--- src/rtl/spike_rate_encoder_if.sv ---
// Host-facing load/start controls and the spike stream of the rate encoder.
// The master side drives loads and starts; the slave side is the encoder.
interface spike_rate_encoder_if #(
  parameter int NUM_CHANNELS = 8,
  parameter int WIDTH_P      = 8,
  parameter int NUM_STEPS    = 16
) ();
  localparam int STEP_W = $clog2(NUM_STEPS);

  logic                    load_valid_i;
  logic [WIDTH_P-1:0]      load_data_i;
  logic                    load_ready_o;
  logic                    start_i;
  logic                    busy_o;
  logic [NUM_CHANNELS-1:0] spike_o;
  logic                    spike_valid_o;
  logic [STEP_W-1:0]       step_o;
  logic                    done_o;

  modport slave (
    input  load_valid_i, load_data_i, start_i,
    output load_ready_o, busy_o, spike_o, spike_valid_o, step_o, done_o
  );

  modport master (
    output load_valid_i, load_data_i, start_i,
    input  load_ready_o, busy_o, spike_o, spike_valid_o, step_o, done_o
  );
endinterface

--- src/rtl/spike_rate_encoder.sv ---
// Bernoulli rate encoder: compares per-channel intensities against rotations of a
// 16-bit Fibonacci LFSR to emit NUM_STEPS spike vectors per presentation window.
//
// state | meaning
// IDLE  | accept intensity loads, wait for start
// RUN   | emit one registered spike vector per cycle
module spike_rate_encoder #(
  parameter int          NUM_CHANNELS = 8,
  parameter int          WIDTH_P      = 8,
  parameter int          NUM_STEPS    = 16,
  parameter logic [15:0] SEED         = 16'hACE1
) (
  input  logic                clk_i,
  input  logic                rst_i,
  spike_rate_encoder_if.slave bus
);
  localparam int STEP_W = $clog2(NUM_STEPS);
  localparam int PTR_W  = (NUM_CHANNELS > 1) ? $clog2(NUM_CHANNELS) : 1;
  localparam logic [WIDTH_P-1:0] MAX_I = '1;

  typedef enum logic {IDLE, RUN} state_t;

  state_t                  r_state;
  logic [WIDTH_P-1:0]      r_intensity [NUM_CHANNELS];
  logic [PTR_W-1:0]        r_ptr;
  logic [15:0]             r_lfsr;
  logic [STEP_W-1:0]       r_step;
  logic [NUM_CHANNELS-1:0] r_spike;
  logic                    r_spike_valid;
  logic [STEP_W-1:0]       r_step_out;
  logic                    r_done;

  logic [31:0]             w_lfsr2;
  logic [31:0]             w_rot;
  logic                    w_fb;
  logic [NUM_CHANNELS-1:0] w_spike;

  assign w_lfsr2 = {r_lfsr, r_lfsr};
  assign w_fb    = r_lfsr[15] ^ r_lfsr[13] ^ r_lfsr[12] ^ r_lfsr[10];

  // Each channel draws its sample from a different rotation of the same LFSR word.
  always_comb begin
    w_spike = '0;
    w_rot   = '0;
    for (int c = 0; c < NUM_CHANNELS; c++) begin
      w_rot      = w_lfsr2 >> (c % 16);
      w_spike[c] = (r_intensity[c] == MAX_I) || (w_rot[WIDTH_P-1:0] < r_intensity[c]);
    end
  end

  always_ff @(posedge clk_i or posedge rst_i) begin
    if (rst_i) begin
      r_state       <= IDLE;
      for (int c = 0; c < NUM_CHANNELS; c++) r_intensity[c] <= '0;
      r_ptr         <= '0;
      r_lfsr        <= SEED;
      r_step        <= '0;
      r_spike       <= '0;
      r_spike_valid <= 1'b0;
      r_step_out    <= '0;
      r_done        <= 1'b0;
    end else begin
      // The cycle after the final valid step is the first one seen in IDLE with valid high.
      r_done <= (r_state == IDLE) && r_spike_valid;
      case (r_state)
        IDLE: begin
          r_spike       <= '0;
          r_spike_valid <= 1'b0;
          r_step_out    <= '0;
          if (bus.load_valid_i) begin
            r_intensity[r_ptr] <= bus.load_data_i;
            if (r_ptr == PTR_W'(NUM_CHANNELS - 1)) r_ptr <= '0;
            else                                    r_ptr <= r_ptr + 1'b1;
          end
          if (bus.start_i) begin
            r_state <= RUN;
            r_lfsr  <= SEED;
            r_ptr   <= '0;
            r_step  <= '0;
          end
        end
        RUN: begin
          r_spike       <= w_spike;
          r_spike_valid <= 1'b1;
          r_step_out    <= r_step;
          r_step        <= r_step + 1'b1;
          r_lfsr        <= {r_lfsr[14:0], w_fb};
          if (r_step == STEP_W'(NUM_STEPS - 1)) r_state <= IDLE;
        end
        default: r_state <= IDLE;
      endcase
    end
  end

  assign bus.load_ready_o  = (r_state == IDLE);
  assign bus.busy_o        = (r_state == RUN);
  assign bus.spike_o       = r_spike;
  assign bus.spike_valid_o = r_spike_valid;
  assign bus.step_o        = r_step_out;
  assign bus.done_o        = r_done;
endmodule

--- src/flat_wrapper.sv ---
// flat-port wrapper written by rule: the top's interface ports become plain ports
module spike_rate_encoder_flat 
#(
  parameter int          NUM_CHANNELS = 8,
  parameter int          WIDTH_P      = 8,
  parameter int          NUM_STEPS    = 16,
  parameter logic [15:0] SEED         = 16'hACE1
)
  (clk_i, rst_i, bus_load_valid_i, bus_load_data_i, bus_start_i, bus_load_ready_o, bus_busy_o, bus_spike_o, bus_spike_valid_o, bus_step_o, bus_done_o);
  spike_rate_encoder_if #(.NUM_CHANNELS(NUM_CHANNELS), .WIDTH_P(WIDTH_P), .NUM_STEPS(NUM_STEPS)) bus_i ();
  input  logic clk_i;
  input  logic rst_i;
  input wire logic [$bits(bus_i.load_valid_i)-1:0] bus_load_valid_i;
  input wire logic [$bits(bus_i.load_data_i)-1:0] bus_load_data_i;
  input wire logic [$bits(bus_i.start_i)-1:0] bus_start_i;
  output wire logic [$bits(bus_i.load_ready_o)-1:0] bus_load_ready_o;
  output wire logic [$bits(bus_i.busy_o)-1:0] bus_busy_o;
  output wire logic [$bits(bus_i.spike_o)-1:0] bus_spike_o;
  output wire logic [$bits(bus_i.spike_valid_o)-1:0] bus_spike_valid_o;
  output wire logic [$bits(bus_i.step_o)-1:0] bus_step_o;
  output wire logic [$bits(bus_i.done_o)-1:0] bus_done_o;
  assign bus_i.load_valid_i = bus_load_valid_i;
  assign bus_i.load_data_i = bus_load_data_i;
  assign bus_i.start_i = bus_start_i;
  assign bus_load_ready_o = bus_i.load_ready_o;
  assign bus_busy_o = bus_i.busy_o;
  assign bus_spike_o = bus_i.spike_o;
  assign bus_spike_valid_o = bus_i.spike_valid_o;
  assign bus_step_o = bus_i.step_o;
  assign bus_done_o = bus_i.done_o;
  spike_rate_encoder #(.NUM_CHANNELS(NUM_CHANNELS), .WIDTH_P(WIDTH_P), .NUM_STEPS(NUM_STEPS), .SEED(SEED)) u_core (.clk_i(clk_i), .rst_i(rst_i), .bus(bus_i));
endmodule
--- config.mk ---
export PLATFORM = sky130hd
export DESIGN_NAME = spike_rate_encoder_flat
export DESIGN_NICKNAME = d
export VERILOG_FILES = /design/src/rtl/spike_rate_encoder_if.sv /design/src/rtl/spike_rate_encoder.sv /design/src/flat_wrapper.sv
export SDC_FILE = /design/constraint.sdc
export NUM_CORES = 1
export LEC_CHECK = 0
export CORE_MARGIN = 2
export CORE_UTILIZATION = 55
export DETAILED_ROUTE_END_ITERATION = 12
export GPL_ROUTABILITY_DRIVEN = 0
export MAX_ROUTING_LAYER = met4
export PLACE_DENSITY = 0.75
export SYNTH_ARGS = -nofsm -noshare
export SYNTH_HDL_FRONTEND = slang
export SYNTH_SLANG_ARGS = --single-unit
--- constraint.sdc ---
create_clock -name clk_i -period 10.2 [get_ports clk_i]
set_clock_uncertainty 0.05 [all_clocks]
set_input_delay 2.04 -clock clk_i [delete_from_list [all_inputs] [get_ports clk_i]]
set_output_delay 2.04 -clock clk_i [all_outputs]
set_load 0.01 [all_outputs]
==> results of run 1 <==
-- cell usage in the layout (no fill, tap or decap) --
| cell type | instances |
|---|---|
| nor3_2 | 1 |
| a31oi_1 | 8 |
| nand3_1 | 9 |
| nor3b_4 | 2 |
| clkinvlp_4 | 1 |
| nor3_1 | 9 |
| nand4_1 | 18 |
| buf_4 | 2 |
| clkdlybuf4s50_1 | 27 |
| or3_1 | 8 |
| o22ai_1 | 1 |
| or4_1 | 7 |
| clkbuf_8 | 10 |
| a211o_1 | 7 |
| inv_4 | 1 |
| inv_1 | 58 |
| inv_2 | 1 |
| ha_1 | 59 |
| a211oi_1 | 10 |
| nor2_2 | 2 |
| clkinv_2 | 3 |
| xnor2_1 | 4 |
| mux2_2 | 58 |
| o41ai_1 | 1 |
| nor2_1 | 26 |
| and2_1 | 4 |
| dfrtp_1 | 94 |
| nand3b_1 | 2 |
| nor2b_1 | 1 |
| nand2b_1 | 9 |
| clkinv_4 | 1 |
| a22o_1 | 3 |
| dfstp_2 | 8 |
| a21oi_1 | 2 |
| o211ai_1 | 1 |
| nand3_2 | 1 |
| o21ai_0 | 39 |
| nand2_1 | 33 |
| bufinv_16 | 1 |
| o31ai_1 | 1 |
-- power groups by stage --
| stage | registers [mW] | logic, mW | clock network [mW] |
|---|---|---|---|
| floorplan | 0.648 | 0.443 | 0 |
| CTS | 0.688 | 0.625 | 0.263 |
| finish | 0.689 | 0.619 | 0.260 |
| detailed placement | 0.695 | 0.618 | 0 |
| global route | 0.707 | 0.721 | 0.278 |
| global placement | 0.691 | 0.573 | 0 |
-- metrics by stage --
stage          setup WS [ns]  instances  power, mW
2_1_floorplan           5.45        500       1.09
3_3_place_gp            6.29        650       1.26
3_5_place_dp            6.20        650       1.31
4_1_cts                 6.24        666       1.58
5_1_grt                 6.16        666       1.70
6_report                6.24        666       1.57
-- worst reg2reg max path, delay by kind of cell, from the launching register on --
kind | cells | cell delay, ns
muxes | 1 | 0.39
DFF | 1 | 0.40
buffers and inverters | 1 | 0.44
and+or+nand+nor | 2 | 0.78
-- state kept, by name, indices dropped and copies added (netlist names) --
name                      cells
u_core.bus.busy_o             1
u_core.bus.done_o             1
u_core.bus.spike_o            8
u_core.bus.spike_valid_o      1
u_core.bus.step_o             4
u_core.r_intensity           64
u_core.r_lfsr                16
u_core.r_ptr                  3
u_core.r_step                 4
-- final timing paths --
check / startpoint / end / slack (ns) / cells past startpoint
worst min register to register: u_core.bus.spike_valid_o / u_core.bus.done_o / 0.45 / 1
max in group asynchronous: rst_i / u_core.r_lfsr[12] / 6.94 / 3
worst max register to register: u_core.bus.busy_o / u_core.r_intensity[39] / 8.04 / 4
min in group asynchronous: rst_i / u_core.bus.spike_o[1] / 1.90 / 2
worst max-delay path: u_core.bus.busy_o / bus_load_ready_o / 6.24 / 2
worst min-delay path: u_core.bus.spike_valid_o / u_core.bus.done_o / 0.45 / 1
-- layout make-up --
type,count,area (sq um),area share
sequential,102,2560,0.426
clock buffer,10,138,0.0229
inverter,60,228,0.0379
multi-input combinational,326,2570,0.428
timing repair buffer,29,285,0.0474
tap,133,166,0.0277
clock inverter,6,61.3,0.0102
-- logic make-up (layout without fill, tap and decap cells) --
| family | count (synthesis) | after routing | synth area share |
|---|---|---|---|
| simple gates | 132 | 132 | 0.129 |
| mux | 58 | 58 | 0.121 |
| xor+xnor | 4 | 4 | 0.00647 |
| flops | 102 | 102 | 0.474 |
| compound gates | 73 | 73 | 0.0828 |
| buf+inv | 72 | 105 | 0.0506 |
| fa+ha+maj | 59 | 59 | 0.136 |
-- layer usage --
layer	vias up	wire (microns)	global-route usage
li1	1817	-	-
met1	1875	5110	0.314
met2	87	5380	0.389
met3	29	522	0.0343
met4	0	348	0.106
met5	-	0	-
==> flow_summary.json, run 1 <==
{
  "status": "finished clean",
  "power_per_cell_area_nw_per_um2": 261,
  "fp.dieArea_sq_um": 10600,
  "worstHoldPathType": "register to register",
  "whs_ns": 0.453,
  "launching_element_type_of_the_critical_path": "register",
  "insertion_delay_ns": 0.38,
  "setup.worst_path.class": "register to output pin",
  "cts.hold.buffers_added": 0,
  "std_cell_rows": 36,
  "final_hold_viol_count": 0,
  "drt_first_pass_iters": 4,
  "syn_avg_cell_area_sq_um": 10.8,
  "post-synth-top-count-cell": "dfrtp_1",
  "static_leakage_power_nw": 2.69,
  "num-fill-cells": 811,
  "summed_instance_area_of_the_synthesized_netlist_sq_um": 5410,
  "tightestPinTransition_ns": 0.994,
  "core_sq_um": 9640,
  "seqPwrFrac": 0.440,
  "critical_path.max_stage_delay_ns": 0.65,
  "cts.reportedPaths.clkPinSlew_ns": 0.09,
  "synthDominantAreaCellType": "dfrtp_1",
  "cp.required_ns": 8.11,
  "sw_ratio": 0.375,
  "routedWlPerCell_microns": 17.1,
  "dieHeight_microns": 103,
  "clock_tree.buffer_depth": 2,
  "clock-root-buffer": "clkbuf_8",
  "post_drt_via_cell_ratio": 5.72,
  "finish.net_count": 599,
  "final_core_utilization": 0.624,
  "portBuffers": 27,
  "setup_viol_count_final": 0,
  "cp_slowest_cell": "clkdlybuf4s50_1",
  "crit_path_cell_trace": "inv_2 -> clkdlybuf4s50_1",
  "drv_slew": 0,
  "yosysUniqueCellTypes": 35,
  "totalNegativeSetupSlack_ns": 0,
  "cts_tree": "done",
  "die_w_microns": 103,
  "critical_path_peak_fanout": 31,
  "synth_top_cells_by_area": "dfrtp_1 (43%), ha_1 (14%), mux2_2 (12%)",
  "yosys_warnings": 0,
  "tritoncts.num_buffers": 9,
  "postSynthRegisterBits": 102,
  "cpLargestDelayFamily": "buffers and inverters",
  "dominantRegCellSynth": "dfrtp_1",
  "power.switching_uw": 588,
  "min_period_over_period": 0.388,
  "drt_wl_total_mm": 11.4,
  "area_delta_synth_final_pct": 11.2,
  "place_hpwl_mm": 7.59,
  "clock_power_share": 0.166,
  "fmax_mhz": 253,
  "fin_area_sq_um": 6010,
  "comb_power_share": 0.395,
  "detail-route-antenna-nets": 0,
  "drc_errors": 0,
  "post_route_cells_drive_above_1_share": 0.173,
  "clock_sink_count": 102,
  "period_needed_ns": 3.96,
  "drt_first_iter_violations": 195,
  "grt_pass1_wl_mm": 18.9,
  "netlist_top_cells_count": "dfrtp_1 (94), ha_1 (59), inv_1 (59)",
  "place_area_sq_um": 5820,
  "cell_internal_pwr_uw": 980,
  "grt_remaining_overflow": 0,
  "setup_repair_after_global_routing_missed_its_margin": "false",
  "synth.net_count": 571,
  "synth_edf_count": 0,
  "vdd.ir_drop.worst_uv": 138,
  "timing.max_cap.violations": 0,
  "htree_num_levels": 3,
  "crit_arrival_ns": 1.87,
  "timing.max_slew.rel_slack": 0.338,
  "grt_use_total": 0.244,
  "pin_count_of_the_biggest_net_entering_global_routing": 82,
  "floorplan.initialDensity": 0.561,
  "number_of_global_route_vias_before_repair": 3812,
  "initial_antenna_violation_count": 0,
  "syn-instance-count": 500,
  "io-pin-count": 28,
  "post-cts-setup-buffer-count": 0,
  "critical_path.n_buffers_inverters": 2,
  "synth_async_sr_flop_share": 1.00,
  "antenna-diode-count": 0,
  "ctsResizeCount": 0,
  "cp-end-kind": "output pin",
  "synth_top_cell_area_share": 0.435,
  "route.vias.total": 3808,
  "synth_sequential_area_ratio": 0.474
}
No activity file was read; power rests on OpenSTA's default activity.
==> inputs of run 2 (changes only) <==
- CORE_UTILIZATION: 55 -> 54
- PLACE_DENSITY: 0.75 -> 0.77
- clock period: 10.2 -> 3.4 ns (I/O delays scaled with it)
==> flow_summary.json, run 2 (same netlist as run 1, synthesis figures left out) <==
{
  "status": "finished clean",
  "place_hpwl_mm": 8.03,
  "cp-end-kind": "output pin",
  "setup_repair_after_global_routing_missed_its_margin": "false",
  "clock-root-buffer": "clkbuf_8",
  "portBuffers": 27,
  "worstHoldPathType": "register to register",
  "min_period_over_period": 0.777,
  "grt_pass1_wl_mm": 19.2,
  "drt_wl_total_mm": 11.5,
  "setup.worst_path.class": "register to output pin",
  "worst_setup_slack_after_placement_ns": 0.952,
  "finish.net_count": 602,
  "top_register": "u_core.r_intensity",
  "crit_path_cell_trace": "inv_2 -> clkdlybuf4s50_1",
  "sw_ratio": 0.376,
  "final_core_utilization": 0.623,
  "layout_setup_ws_ns": 0.758,
  "clock_tree.buffer_depth": 2,
  "timing.max_slew.rel_slack": 0.618,
  "clock_sink_count": 102,
  "routed-wl-met3_microns": 516,
  "instances_no_fill": 669,
  "pin_count_of_the_biggest_net_entering_global_routing": 75,
  "htree_num_levels": 3,
  "area_delta_synth_final_pct": 12.1,
  "wl_met1_mm": 5.07,
  "drc_errors": 0,
  "most_common_library_cell_in_the_layout_ignoring_fill_and_taps": "dfrtp_1",
  "dr.max_layer_used": "met4",
  "cts.hold.buffers_added": 0,
  "floorplan.initialDensity": 0.556,
  "cpLargestDelayFamily": "buffers and inverters",
  "totalNegativeSetupSlack_ns": 0,
  "tightestPinTransition_ns": 0.571,
  "critical_path.max_stage_delay_ns": 0.62,
  "place.detailed.instances": 653,
  "drt_first_pass_iters": 4,
  "met2_wirelength_mm": 5.58,
  "number_of_global_route_vias_before_repair": 3832,
  "crit_arrival_ns": 1.91,
  "route.vias.total": 3823,
  "post_drt_via_cell_ratio": 5.71,
  "commonest_non_fill_non_tap_cells_in_the_layout": "dfrtp_1 (94), ha_1 (59), inv_1 (58), mux2_2 (58), o21ai_0 (39)",
  "whs_ns": 0.448,
  "period_needed_ns": 2.64,
  "cts.reportedPaths.clkPinSlew_ns": 0.10,
  "insertion_delay_ns": 0.37,
  "power.switching_mw": 1.79,
  "fp.dieArea_sq_um": 10800,
  "post-cts-setup-buffer-count": 0,
  "tritoncts.num_buffers": 9,
  "critical_path.n_buffers_inverters": 2,
  "fmax_mhz": 378,
  "drv_slew": 0,
  "num-fill-cells": 785,
  "core_sq_um": 9730,
  "timing.max_cap.violations": 0,
  "cell_internal_pwr_mw": 2.96,
  "post_route_cells_drive_above_1_share": 0.177,
  "seqPwrFrac": 0.438,
  "antenna-diode-count": 0,
  "cts_tree": "done",
  "cp_slowest_cell": "clkdlybuf4s50_1",
  "die_w_microns": 104,
  "io-pin-count": 28,
  "setup_viol_count_final": 0,
  "power_per_cell_area_nw_per_um2": 782,
  "cp.required_ns": 2.67,
  "static_leakage_power_nw": 2.72,
  "grt_remaining_overflow": 0,
  "dieHeight_microns": 104,
  "initial_antenna_violation_count": 0,
  "drt_first_iter_violations": 173,
  "launching_element_type_of_the_critical_path": "register",
  "detail-route-antenna-nets": 0,
  "routedWlPerCell_microns": 17.1,
  "vdd.ir_drop.worst_uv": 375,
  "number_of_flip_flops_under_the_largest_register_name": 64,
  "final_hold_viol_count": 0,
  "clock_power_share": 0.172,
  "critical_path_peak_fanout": 21,
  "grt_use_total": 0.232,
  "comb_power_share": 0.390,
  "std_cell_rows": 36,
  "ctsResizeCount": 0
}
-- run 2: cell types whose count changed in the layout (fill, tap and decap cells not counted), sizes merged --
cell and delta:
clkinv -2, clkinvlp -1, inv +3, buf +3
-- run 2: power groups by stage --
stage	registers (mW)	logic, mW	clock network (mW)
2_1_floorplan	1.94	1.33	0
3_3_place_gp	2.08	1.72	0
3_5_place_dp	2.10	1.86	0
4_1_cts	2.08	1.87	0.829
5_1_grt	2.13	2.13	0.867
6_report	2.08	1.85	0.816
-- run 2: worst paths after layout --
kind / startpoint / endpoint / slack [ns] / depth (start not counted)
worst max-delay path: u_core.bus.busy_o / bus_load_ready_o / 0.76 / 2
worst min-delay path: u_core.bus.spike_valid_o / u_core.bus.done_o / 0.45 / 1
worst max register to register: u_core.bus.busy_o / u_core.r_intensity[8] / 1.21 / 4
worst min register to register: u_core.bus.spike_valid_o / u_core.bus.done_o / 0.45 / 1
max in group asynchronous: rst_i / u_core.r_lfsr[11] / 1.98 / 3
min in group asynchronous: rst_i / u_core.bus.spike_valid_o / 0.59 / 2
-- run 2: routing by layer --
layer	vias up	track usage
met2	78	0.375
met1	1898	0.298
met4	0	0.101
met5	-	-
met3	19	0.0251
li1	1828	-
-- run 2: through the flow --
step	power [mW]	area (sq um)
after global placement	3.80	5850
after floorplan	3.27	5410
after detailed placement	3.96	5850
final	4.74	6060
after global routing	5.13	6060
after CTS	4.78	6060
-- run 2: layout make-up --
cell class	instances	area, sq um	area share
Multi-Input combinational cell	326	2570	0.424
Sequential cell	102	2560	0.423
Timing Repair Buffer	32	320	0.0528
Inverter	60	228	0.0375
Tap cell	133	166	0.0274
Clock buffer	10	138	0.0227
Clock inverter	6	76.3	0.0126
